===== config.mk =====
export PLATFORM = sky130hd
export DESIGN_NAME = conv_chnl_scheduler_flat
export DESIGN_NICKNAME = d
export VERILOG_FILES = /design/src/rtl/conv_chnl_scheduler_if.sv /design/src/rtl/conv_chnl_scheduler.sv /design/src/flat_wrapper.sv
export SDC_FILE = /design/constraint.sdc
export NUM_CORES = 1
export LEC_CHECK = 0
export CORE_ASPECT_RATIO = 1.4
export CORE_MARGIN = 2
export CORE_UTILIZATION = 45
export CTS_CLUSTER_DIAMETER = 60
export DETAILED_ROUTE_END_ITERATION = 8
export PLACE_DENSITY = 0.7
export SLEW_MARGIN = 20
export SYNTH_ARGS = -nofsm -noshare
export SYNTH_HDL_FRONTEND = slang
export SYNTH_SLANG_ARGS = --single-unit

===== constraint.sdc =====
create_clock -name clk -period 3.2 [get_ports clk]
set_clock_uncertainty 0.1 [all_clocks]
set_input_delay 0.48 -clock clk [delete_from_list [all_inputs] [get_ports clk]]
set_output_delay 0.48 -clock clk [all_outputs]
set_load 0.1 [all_outputs]

===== src/rtl/conv_chnl_scheduler_if.sv =====
// Handshake bundle between the convolution channel scheduler (slave) and its environment:
// the layer controller, the weight buffer, the pixel source and the window counter group (master).
interface conv_chnl_scheduler_if #(parameter int CH_W = 10);
  logic            start;
  logic            abort;
  logic [CH_W-1:0] cfg_in_ch;
  logic [CH_W-1:0] cfg_out_ch;
  logic            wgt_req;
  logic [CH_W-1:0] wgt_ic;
  logic [CH_W-1:0] wgt_oc;
  logic            wgt_ack;
  logic            pix_avail;
  logic            feed_valid;
  logic            chnl_done_i;
  logic            acc_first;
  logic            psum_commit;
  logic            busy;
  logic            layer_done;

  modport master (
    output start, abort, cfg_in_ch, cfg_out_ch, wgt_ack, pix_avail, chnl_done_i,
    input  wgt_req, wgt_ic, wgt_oc, feed_valid, acc_first, psum_commit, busy, layer_done
  );

  modport slave (
    input  start, abort, cfg_in_ch, cfg_out_ch, wgt_ack, pix_avail, chnl_done_i,
    output wgt_req, wgt_ic, wgt_oc, feed_valid, acc_first, psum_commit, busy, layer_done
  );
endinterface


===== src/rtl/conv_chnl_scheduler.sv =====
// Walks a conv layer channel-pair by channel-pair: load a 3x3 kernel, stream one plane,
// flush the pipeline, then advance ic (inner) / oc (outer) and commit finished output planes.
module conv_chnl_scheduler #(
  parameter int DRAIN_CYC = 4,
  parameter int CH_W      = 10
) (
  input logic                  clk,
  input logic                  rst_n,
  conv_chnl_scheduler_if.slave bus
);

  typedef enum logic [2:0] {IDLE, LOAD_W, STREAM, DRAIN, DONE} state_e;

  state_e          state_q, state_d;
  logic [CH_W-1:0] ic_q, ic_d, oc_q, oc_d;
  logic [CH_W-1:0] in_ch_q, in_ch_d, out_ch_q, out_ch_d;
  logic [3:0]      drain_q, drain_d;
  logic            psum_commit_c, layer_done_c;

  always_ff @(posedge clk or negedge rst_n) begin
    if (!rst_n) begin
      state_q  <= IDLE;
      ic_q     <= '0;
      oc_q     <= '0;
      in_ch_q  <= '0;
      out_ch_q <= '0;
      drain_q  <= '0;
    end else begin
      state_q  <= state_d;
      ic_q     <= ic_d;
      oc_q     <= oc_d;
      in_ch_q  <= in_ch_d;
      out_ch_q <= out_ch_d;
      drain_q  <= drain_d;
    end
  end

  always_comb begin
    state_d       = state_q;
    ic_d          = ic_q;
    oc_d          = oc_q;
    in_ch_d       = in_ch_q;
    out_ch_d      = out_ch_q;
    drain_d       = drain_q;
    psum_commit_c = 1'b0;
    layer_done_c  = 1'b0;
    unique case (state_q)
      IDLE: if (bus.start) begin
        // a zero channel count is run as a single channel
        in_ch_d  = (bus.cfg_in_ch  == '0) ? CH_W'(1) : bus.cfg_in_ch;
        out_ch_d = (bus.cfg_out_ch == '0) ? CH_W'(1) : bus.cfg_out_ch;
        ic_d     = '0;
        oc_d     = '0;
        state_d  = LOAD_W;
      end
      LOAD_W: if (bus.wgt_ack) state_d = STREAM;
      STREAM: if (bus.chnl_done_i) begin
        drain_d = 4'(DRAIN_CYC - 1);
        state_d = DRAIN;
      end
      DRAIN: begin
        if (drain_q != '0) begin
          drain_d = drain_q - 4'd1;
        end else if (ic_q < in_ch_q - CH_W'(1)) begin
          ic_d    = ic_q + CH_W'(1);
          state_d = LOAD_W;
        end else begin
          // oc_q is still the finished plane this cycle, so wgt_oc tags the commit
          psum_commit_c = 1'b1;
          if (oc_q < out_ch_q - CH_W'(1)) begin
            ic_d    = '0;
            oc_d    = oc_q + CH_W'(1);
            state_d = LOAD_W;
          end else begin
            state_d = DONE;
          end
        end
      end
      DONE: begin
        layer_done_c = 1'b1;
        state_d      = IDLE;
      end
      default: state_d = IDLE;
    endcase
    if (bus.abort) begin
      state_d       = IDLE;
      ic_d          = '0;
      oc_d          = '0;
      drain_d       = '0;
      psum_commit_c = 1'b0;
      layer_done_c  = 1'b0;
    end
  end

  assign bus.wgt_req     = (state_q == LOAD_W);
  assign bus.wgt_ic      = ic_q;
  assign bus.wgt_oc      = oc_q;
  assign bus.feed_valid  = (state_q == STREAM) && bus.pix_avail;
  assign bus.acc_first   = (state_q == STREAM) && (ic_q == '0);
  assign bus.psum_commit = psum_commit_c;
  assign bus.busy        = (state_q != IDLE);
  assign bus.layer_done  = layer_done_c;

endmodule


===== src/flat_wrapper.sv =====
// flat-port wrapper written by rule: the top's interface ports become plain ports
module conv_chnl_scheduler_flat 
#(
  parameter int DRAIN_CYC = 4,
  parameter int CH_W      = 10
)
  (clk, rst_n, bus_start, bus_abort, bus_cfg_in_ch, bus_cfg_out_ch, bus_wgt_ack, bus_pix_avail, bus_chnl_done_i, bus_wgt_req, bus_wgt_ic, bus_wgt_oc, bus_feed_valid, bus_acc_first, bus_psum_commit, bus_busy, bus_layer_done);
  conv_chnl_scheduler_if #(.CH_W(CH_W)) bus_i ();
  input logic clk;
  input logic rst_n;
  input wire logic [$bits(bus_i.start)-1:0] bus_start;
  input wire logic [$bits(bus_i.abort)-1:0] bus_abort;
  input wire logic [$bits(bus_i.cfg_in_ch)-1:0] bus_cfg_in_ch;
  input wire logic [$bits(bus_i.cfg_out_ch)-1:0] bus_cfg_out_ch;
  input wire logic [$bits(bus_i.wgt_ack)-1:0] bus_wgt_ack;
  input wire logic [$bits(bus_i.pix_avail)-1:0] bus_pix_avail;
  input wire logic [$bits(bus_i.chnl_done_i)-1:0] bus_chnl_done_i;
  output wire logic [$bits(bus_i.wgt_req)-1:0] bus_wgt_req;
  output wire logic [$bits(bus_i.wgt_ic)-1:0] bus_wgt_ic;
  output wire logic [$bits(bus_i.wgt_oc)-1:0] bus_wgt_oc;
  output wire logic [$bits(bus_i.feed_valid)-1:0] bus_feed_valid;
  output wire logic [$bits(bus_i.acc_first)-1:0] bus_acc_first;
  output wire logic [$bits(bus_i.psum_commit)-1:0] bus_psum_commit;
  output wire logic [$bits(bus_i.busy)-1:0] bus_busy;
  output wire logic [$bits(bus_i.layer_done)-1:0] bus_layer_done;
  assign bus_i.start = bus_start;
  assign bus_i.abort = bus_abort;
  assign bus_i.cfg_in_ch = bus_cfg_in_ch;
  assign bus_i.cfg_out_ch = bus_cfg_out_ch;
  assign bus_i.wgt_ack = bus_wgt_ack;
  assign bus_i.pix_avail = bus_pix_avail;
  assign bus_i.chnl_done_i = bus_chnl_done_i;
  assign bus_wgt_req = bus_i.wgt_req;
  assign bus_wgt_ic = bus_i.wgt_ic;
  assign bus_wgt_oc = bus_i.wgt_oc;
  assign bus_feed_valid = bus_i.feed_valid;
  assign bus_acc_first = bus_i.acc_first;
  assign bus_psum_commit = bus_i.psum_commit;
  assign bus_busy = bus_i.busy;
  assign bus_layer_done = bus_i.layer_done;
  conv_chnl_scheduler #(.DRAIN_CYC(DRAIN_CYC), .CH_W(CH_W)) u_core (.clk(clk), .rst_n(rst_n), .bus(bus_i));
endmodule

==> results of run 1 <==
-- sequential cells by signal (all words and copies together) (netlist names) --
name               flops
u_core.bus.wgt_ic     10
u_core.bus.wgt_oc     10
u_core.in_ch_q        10
u_core.out_ch_q       10
u_core.drain_q         4
u_core.state_q         3
-- report_power, final --
group | internal, mW | switching [mW] | total [mW]
clock | 0.198 | 0.204 | 0.401
sequential | 0.690 | 0.119 | 0.808
combinational | 0.336 | 0.403 | 0.740
-- layout make-up --
type	instances	area share
Multi-Input combinational cell	280	0.486
Sequential cell	47	0.277
Inverter	18	0.0159
Timing Repair Buffer	79	0.170
Clock buffer	8	0.0235
Tap cell	95	0.0280
-- cells in the mapped netlist, types with 3 or more instances --
master	number	share of area
a31oi_1	4	0.0077
buf_2	6	0.0092
a31o_2	4	0.011
xor2_1	5	0.013
a22o_1	3	0.0080
o21ai_0	17	0.026
dfrtp_1	47	0.36
xnor2_1	13	0.035
nand3_1	13	0.020
or3_1	3	0.0057
nor3_1	13	0.020
a21oi_1	17	0.026
ha_1	25	0.096
inv_1	18	0.021
and2_1	4	0.0077
nor4_1	15	0.029
nor4b_1	3	0.0080
nor2_1	27	0.031
a22oi_1	8	0.018
a211oi_1	10	0.023
nand4_1	8	0.015
nand2_1	37	0.043
mux2_2	17	0.059
clkbuf_1	5	0.0057
-- cells by family (layout without fill, tap and decap cells) --
family	after synthesis	in the layout	synth area share
AND/OR/NAND/NOR	138	138	0.221
AO/OA/AOI/OAI	82	82	0.174
flip-flops	47	47	0.360
buffers and inverters	31	105	0.0425
adder cells (fa/ha/maj)	25	25	0.0957
XOR/XNOR	18	18	0.0483
multiplexers	17	17	0.0586
-- worst max-delay path, stage by stage, from the launching register on --
cell	delay, ns
dfrtp_1	0.38
or4_4	0.55
or3_4	0.36
nor4_4	0.15
xnor2_1	0.10
ha_1	0.29
nand4_1	0.16
o22ai_1	0.23
nor2_2	0.08
a21oi_2	0.16
and2_4	0.17
buf_12	0.17
-- path summary, 6_finish.rpt --
path	startpoint	to	cells past startpoint
max	u_core.in_ch_q[5]$_DFFE_PN0P_	bus_psum_commit	11
min	rst_n	u_core.bus.wgt_ic[2]$_DFFE_PN0P_	1
max reg2reg	u_core.in_ch_q[5]$_DFFE_PN0P_	u_core.bus.wgt_oc[9]$_DFFE_PN0P_	13
min reg2reg	u_core.out_ch_q[9]$_DFFE_PN0P_	u_core.out_ch_q[9]$_DFFE_PN0P_	1
max in group asynchronous	rst_n	u_core.in_ch_q[5]$_DFFE_PN0P_	1
min in group clk	u_core.out_ch_q[9]$_DFFE_PN0P_	u_core.out_ch_q[9]$_DFFE_PN0P_	1
-- metrics by stage --
stage | hold WS, ns | worst slack, ns | util | TNS [ns] | instance area [µm²]
after floorplan | 0.0844 | -0.769 | - | -0.893 | 3330
after global placement | 0.420 | -0.125 | 0.578 | -0.128 | 4040
after detailed placement | 0.423 | -0.172 | 0.578 | -0.691 | 4040
after CTS | 0.307 | -0.491 | 0.607 | -2.04 | 4240
after global routing | 0.136 | -0.623 | 0.609 | -5.54 | 4250
final | 0.0712 | -0.493 | 0.609 | -2.74 | 4250
-- what timing repair did --
action / 4_1_cts / 5_1_grt
endpoints found under the setup margin: 20 / 23
gates cloned: 1 / 0
setup buffers: 2 / 1
hold endpoints to repair: 0 / 0
pin swaps: 3 / 1
gates resized for setup: 30 / 1
-- routing by layer --
layer,GRT usage,share of wire
met5,0,0
met4,0.0727,0.018
met3,0.0250,0.041
met2,0.386,0.53
met1,0.253,0.41
==> flow_metrics.py, run 1 <==
metrics = {
    "run_status": {
        "status": "finished, violations left",
        "violations": "negative setup slack",
    },
    "timing": {
        "layout_setup_ws_ns": -0.493,
        "drv_slew": 0,
        "finalCriticalPeriod_ns": 3.69,
        "setup_viol": 22,
        "tightest_slew_ns": 0.609,
        "maxSlewHeadroom": 0.594,
        "rsz0062_at_grt": "true",
        "finalHoldViolCount": 0,
        "fmaxAchievable_mhz": 271,
        "fin_crit_sh": 1.15,
    },
    "final_layout": {
        "layout_common_cells": "dfrtp_1 (47), buf_4 (43), nand2_1 (37)",
        "layout_commonest_cell": "dfrtp_1",
        "drive_gt1_frac": 0.273,
        "num-nets-final": 483,
        "seq_area_mm2": 0.00118,
        "final_cells": 527,
        "fill_cells": 623,
        "multi_input_area_mm2": 0.00207,
        "antenna_cells": 0,
        "syn2layout_area_growth_pct": 30.1,
    },
    "synth": {
        "syn_avg_cell_area_um2": 9.13,
        "synth_edf_count": 0,
        "ys_ff_latch": 47,
        "ys_warn_count": 0,
        "ys_seq_area_frac": 0.360,
        "syn_nets": 410,
        "async_reset_ff_frac": 1.00,
        "yosysUniqueCellTypes": 53,
        "synth-main-ff-cell": "dfrtp_1",
        "syn_inst": 358,
        "syn_area_mm2": 0.00327,
    },
    "floorplanning": {
        "start_util": 0.468,
        "num_rows": 36,
        "die_h_um": 105,
        "die_area_mm2": 0.00797,
        "coreArea_mm2": 0.00698,
        "ioPinCount": 53,
        "die_x_um": 76.0,
    },
    "route": {
        "drt_iter0_drc": 194,
        "num_vias": 3017,
        "drt_wl_total_um": 8110,
        "drc_errors": 0,
        "ant_nets": 0,
        "dr.pass1.iters": 4,
        "drt-wirelength-per-cell_um": 15.4,
        "viasPerCell": 5.72,
    },
    "power": {
        "finalPower_mw": 1.95,
        "p_per_area_mw_per_mm2": 458,
        "vdd_drop_max_mv": 0.306,
        "power.leakage_nw": 1.80,
    },
    "grt": {
        "grt_pass1_vias": 3064,
        "antenna_found_initial": 0,
        "grt_max_degree": 48,
        "grt-ovfl-total": 0,
        "grt_pass1_wl_um": 13900,
        "grtUsageTotal": 0.210,
    },
    "critical_path": {
        "crit_type": "flop to output pin",
        "reg2reg_slack_ns": -0.21,
        "cp-end-kind": "output pin",
        "critPathMaxFanout": 3,
        "critPathLaunchType": "flop",
        "cp.required_ns": 2.62,
        "critPathArrivalTime_ns": 3.11,
    },
    "cts": {
        "clkSinkCount": 47,
        "cts-root-buf": "clkbuf_8",
        "holdBufCountCts": 0,
        "cts_buffer_depth": 2,
        "numCtsBuffers": 5,
        "clock_latency_ns": 0.31,
        "htree_levels": 2,
        "cts_tree": "done",
        "clk_pin_slew_ns": 0.08,
    },
    "run": {
        "cap_violations": 0,
    },
    "place": {
        "gp_congestion": 0.880,
        "portBuffers": 52,
        "dp_hpwl_um": 5890,
        "dp_cells": 515,
    },
    "hold_path": {
        "min_path_type": "input pin to asynchronous set/reset pin",
    },
}
No activity file was read; power rests on OpenSTA's default activity.
==> run 2, diff against run 1 <==
--- a/config.mk
+++ b/config.mk
@@ -8,8 +8,9 @@
 export CORE_ASPECT_RATIO = 1.4
 export CORE_MARGIN = 2
 export CORE_UTILIZATION = 45
-export CTS_CLUSTER_DIAMETER = 60
+export CTS_CLUSTER_DIAMETER = 150
 export DETAILED_ROUTE_END_ITERATION = 8
+export HOLD_SLACK_MARGIN = 0.02
 export PLACE_DENSITY = 0.7
 export SLEW_MARGIN = 20
 export SYNTH_ARGS = -nofsm -noshare
==> constraint.sdc (replaced) <==
create_clock -name clk -period 3 [get_ports clk]
set_clock_uncertainty 0.1 [all_clocks]
set_input_delay 0.45 -clock clk [delete_from_list [all_inputs] [get_ports clk]]
set_output_delay 0.45 -clock clk [all_outputs]
set_load 0.1 [all_outputs]
==> flow_metrics.py, run 2 (synthesized netlist as in run 1, its figures left out) <==
metrics = {
    "grt": {
        "grt_max_degree": 36,
        "grt-ovfl-total": 0,
        "grtUsageTotal": 0.217,
        "grt_pass1_wl_um": 14200,
        "antenna_found_initial": 0,
        "grt_pass1_vias": 3044,
    },
    "final_layout": {
        "layout_common_cells": "buf_4 (51), dfrtp_1 (47), nand2_1 (37)",
        "layout_commonest_cell": "buf_4",
        "syn2layout_area_growth_pct": 37.3,
        "final_cells": 541,
        "num-nets-final": 497,
        "drive_gt1_frac": 0.316,
        "antenna_cells": 0,
    },
    "hold_path": {
        "min_path_type": "input pin to asynchronous set/reset pin",
    },
    "place": {
        "dp_slack_ns": -0.399,
        "dp_hpwl_um": 6160,
        "portBuffers": 52,
        "dp_cells": 523,
        "gp_congestion": 0.872,
    },
    "timing": {
        "tightest_slew_ns": 0.842,
        "setup_viol": 23,
        "fin_crit_sh": 1.23,
        "fin_tns_setup_ns": -7.78,
        "finalCriticalPeriod_ns": 3.69,
        "hold_slack_ns": 0.136,
        "layout_setup_ws_ns": -0.689,
        "finalHoldViolCount": 0,
        "maxSlewHeadroom": 0.439,
        "rsz0062_at_grt": "true",
        "fmaxAchievable_mhz": 271,
        "drv_slew": 0,
    },
    "floorplanning": {
        "die_area_mm2": 0.00797,
        "coreArea_mm2": 0.00698,
        "start_util": 0.468,
        "die_x_um": 76.0,
        "ioPinCount": 53,
        "num_rows": 36,
        "die_h_um": 105,
    },
    "power": {
        "p_per_area_mw_per_mm2": 490,
        "power.leakage_nw": 1.91,
        "finalPower_mw": 2.20,
        "vdd_drop_max_mv": 0.348,
    },
    "route": {
        "drt_iter0_drc": 254,
        "ant_nets": 0,
        "num_vias": 3126,
        "drt-wirelength-per-cell_um": 15.9,
        "drc_errors": 0,
        "dr.pass1.iters": 4,
        "drt_wl_total_um": 8610,
        "viasPerCell": 5.78,
    },
    "cts": {
        "cts-root-buf": "clkbuf_8",
        "numCtsBuffers": 5,
        "clkSinkCount": 47,
        "htree_levels": 2,
        "cts_buffer_depth": 2,
        "clock_latency_ns": 0.31,
        "clk_pin_slew_ns": 0.10,
        "holdBufCountCts": 0,
        "cts_tree": "done",
    },
    "critical_path": {
        "critPathArrivalTime_ns": 3.14,
        "cp.required_ns": 2.45,
        "crit_type": "flop to output pin",
        "critPathMaxFanout": 3,
        "critPathLaunchType": "flop",
        "cp-end-kind": "output pin",
    },
    "run_status": {
        "violations": "negative setup slack",
        "status": "finished, violations left",
    },
    "run": {
        "cap_violations": 0,
    },
}
-- run 2: cell types whose count changed in the layout (fill, tap and decap cells not counted), sizes merged --
cell / delta
and2: +2
buf: +12
bufinv: +1
clkbuf: -2
clkinv: +1
-- run 2: final cells by class --
cell class | count | area [µm²]
inverter | 18 | 67.6
fill | 583 | 2490
multi-input combinational | 282 | 2160
timing repair buffer | 91 | 847
tap | 95 | 119
clock inverter | 2 | 35.0
sequential | 47 | 1180
clock buffer | 6 | 82.6
-- run 2: critical path, cell delays in order, from the launching register on --
cell      delay [ns]
dfrtp_1         0.40
or4_4           0.54
or3_4           0.36
nor4_4          0.15
xnor2_1         0.10
ha_1            0.29
nand4_1         0.15
a211oi_2        0.27
nor2_4          0.06
a21oi_2         0.16
and2_4          0.18
buf_12          0.17
-- run 2: power breakdown --
group          internal [mW]  switching, mW
Combinational          0.396          0.463
Sequential             0.736          0.113
Clock                  0.270          0.220
-- run 2: per-stage QoR --
| step | util | instance area, µm² |
|---|---|---|
| global route | 0.643 | 4490 |
| detailed placement | 0.593 | 4140 |
| floorplan | - | 3370 |
| global placement | 0.593 | 4140 |
| CTS | 0.636 | 4440 |
| finish | 0.643 | 4490 |
-- run 2: timing repair --
| action | CTS | global route |
|---|---|---|
| hold endpoints to repair | 0 | 0 |
| cloned | 1 | 2 |
| setup buffers | 6 | 2 |
| resized for setup | 23 | 9 |
| setup endpoints to repair | 23 | 23 |
| pin swaps | 13 | 12 |
-- run 2: per-layer routing --
metal  track usage  vias up  share of wire
li1              -     1497              -
met5             0        -              0
met3        0.0354       23          0.047
met1         0.245     1508           0.38
met2         0.401       98           0.54
met4        0.0896        0          0.031
-- run 2: final timing paths --
kind	depth (start not counted)	startpoint	end	slack, ns
max reg2reg	15	u_core.in_ch_q[5]$_DFFE_PN0P_	u_core.bus.wgt_oc[4]$_DFFE_PN0P_	-0.46
max	11	u_core.in_ch_q[5]$_DFFE_PN0P_	bus_psum_commit	-0.69
min	1	rst_n	u_core.state_q[1]$_DFFE_PN0P_	0.14
min in group clk	1	u_core.out_ch_q[9]$_DFFE_PN0P_	u_core.out_ch_q[9]$_DFFE_PN0P_	0.44
min reg2reg	1	u_core.out_ch_q[9]$_DFFE_PN0P_	u_core.out_ch_q[9]$_DFFE_PN0P_	0.44
max in group asynchronous	2	rst_n	u_core.out_ch_q[5]$_DFFE_PN0P_	2.03
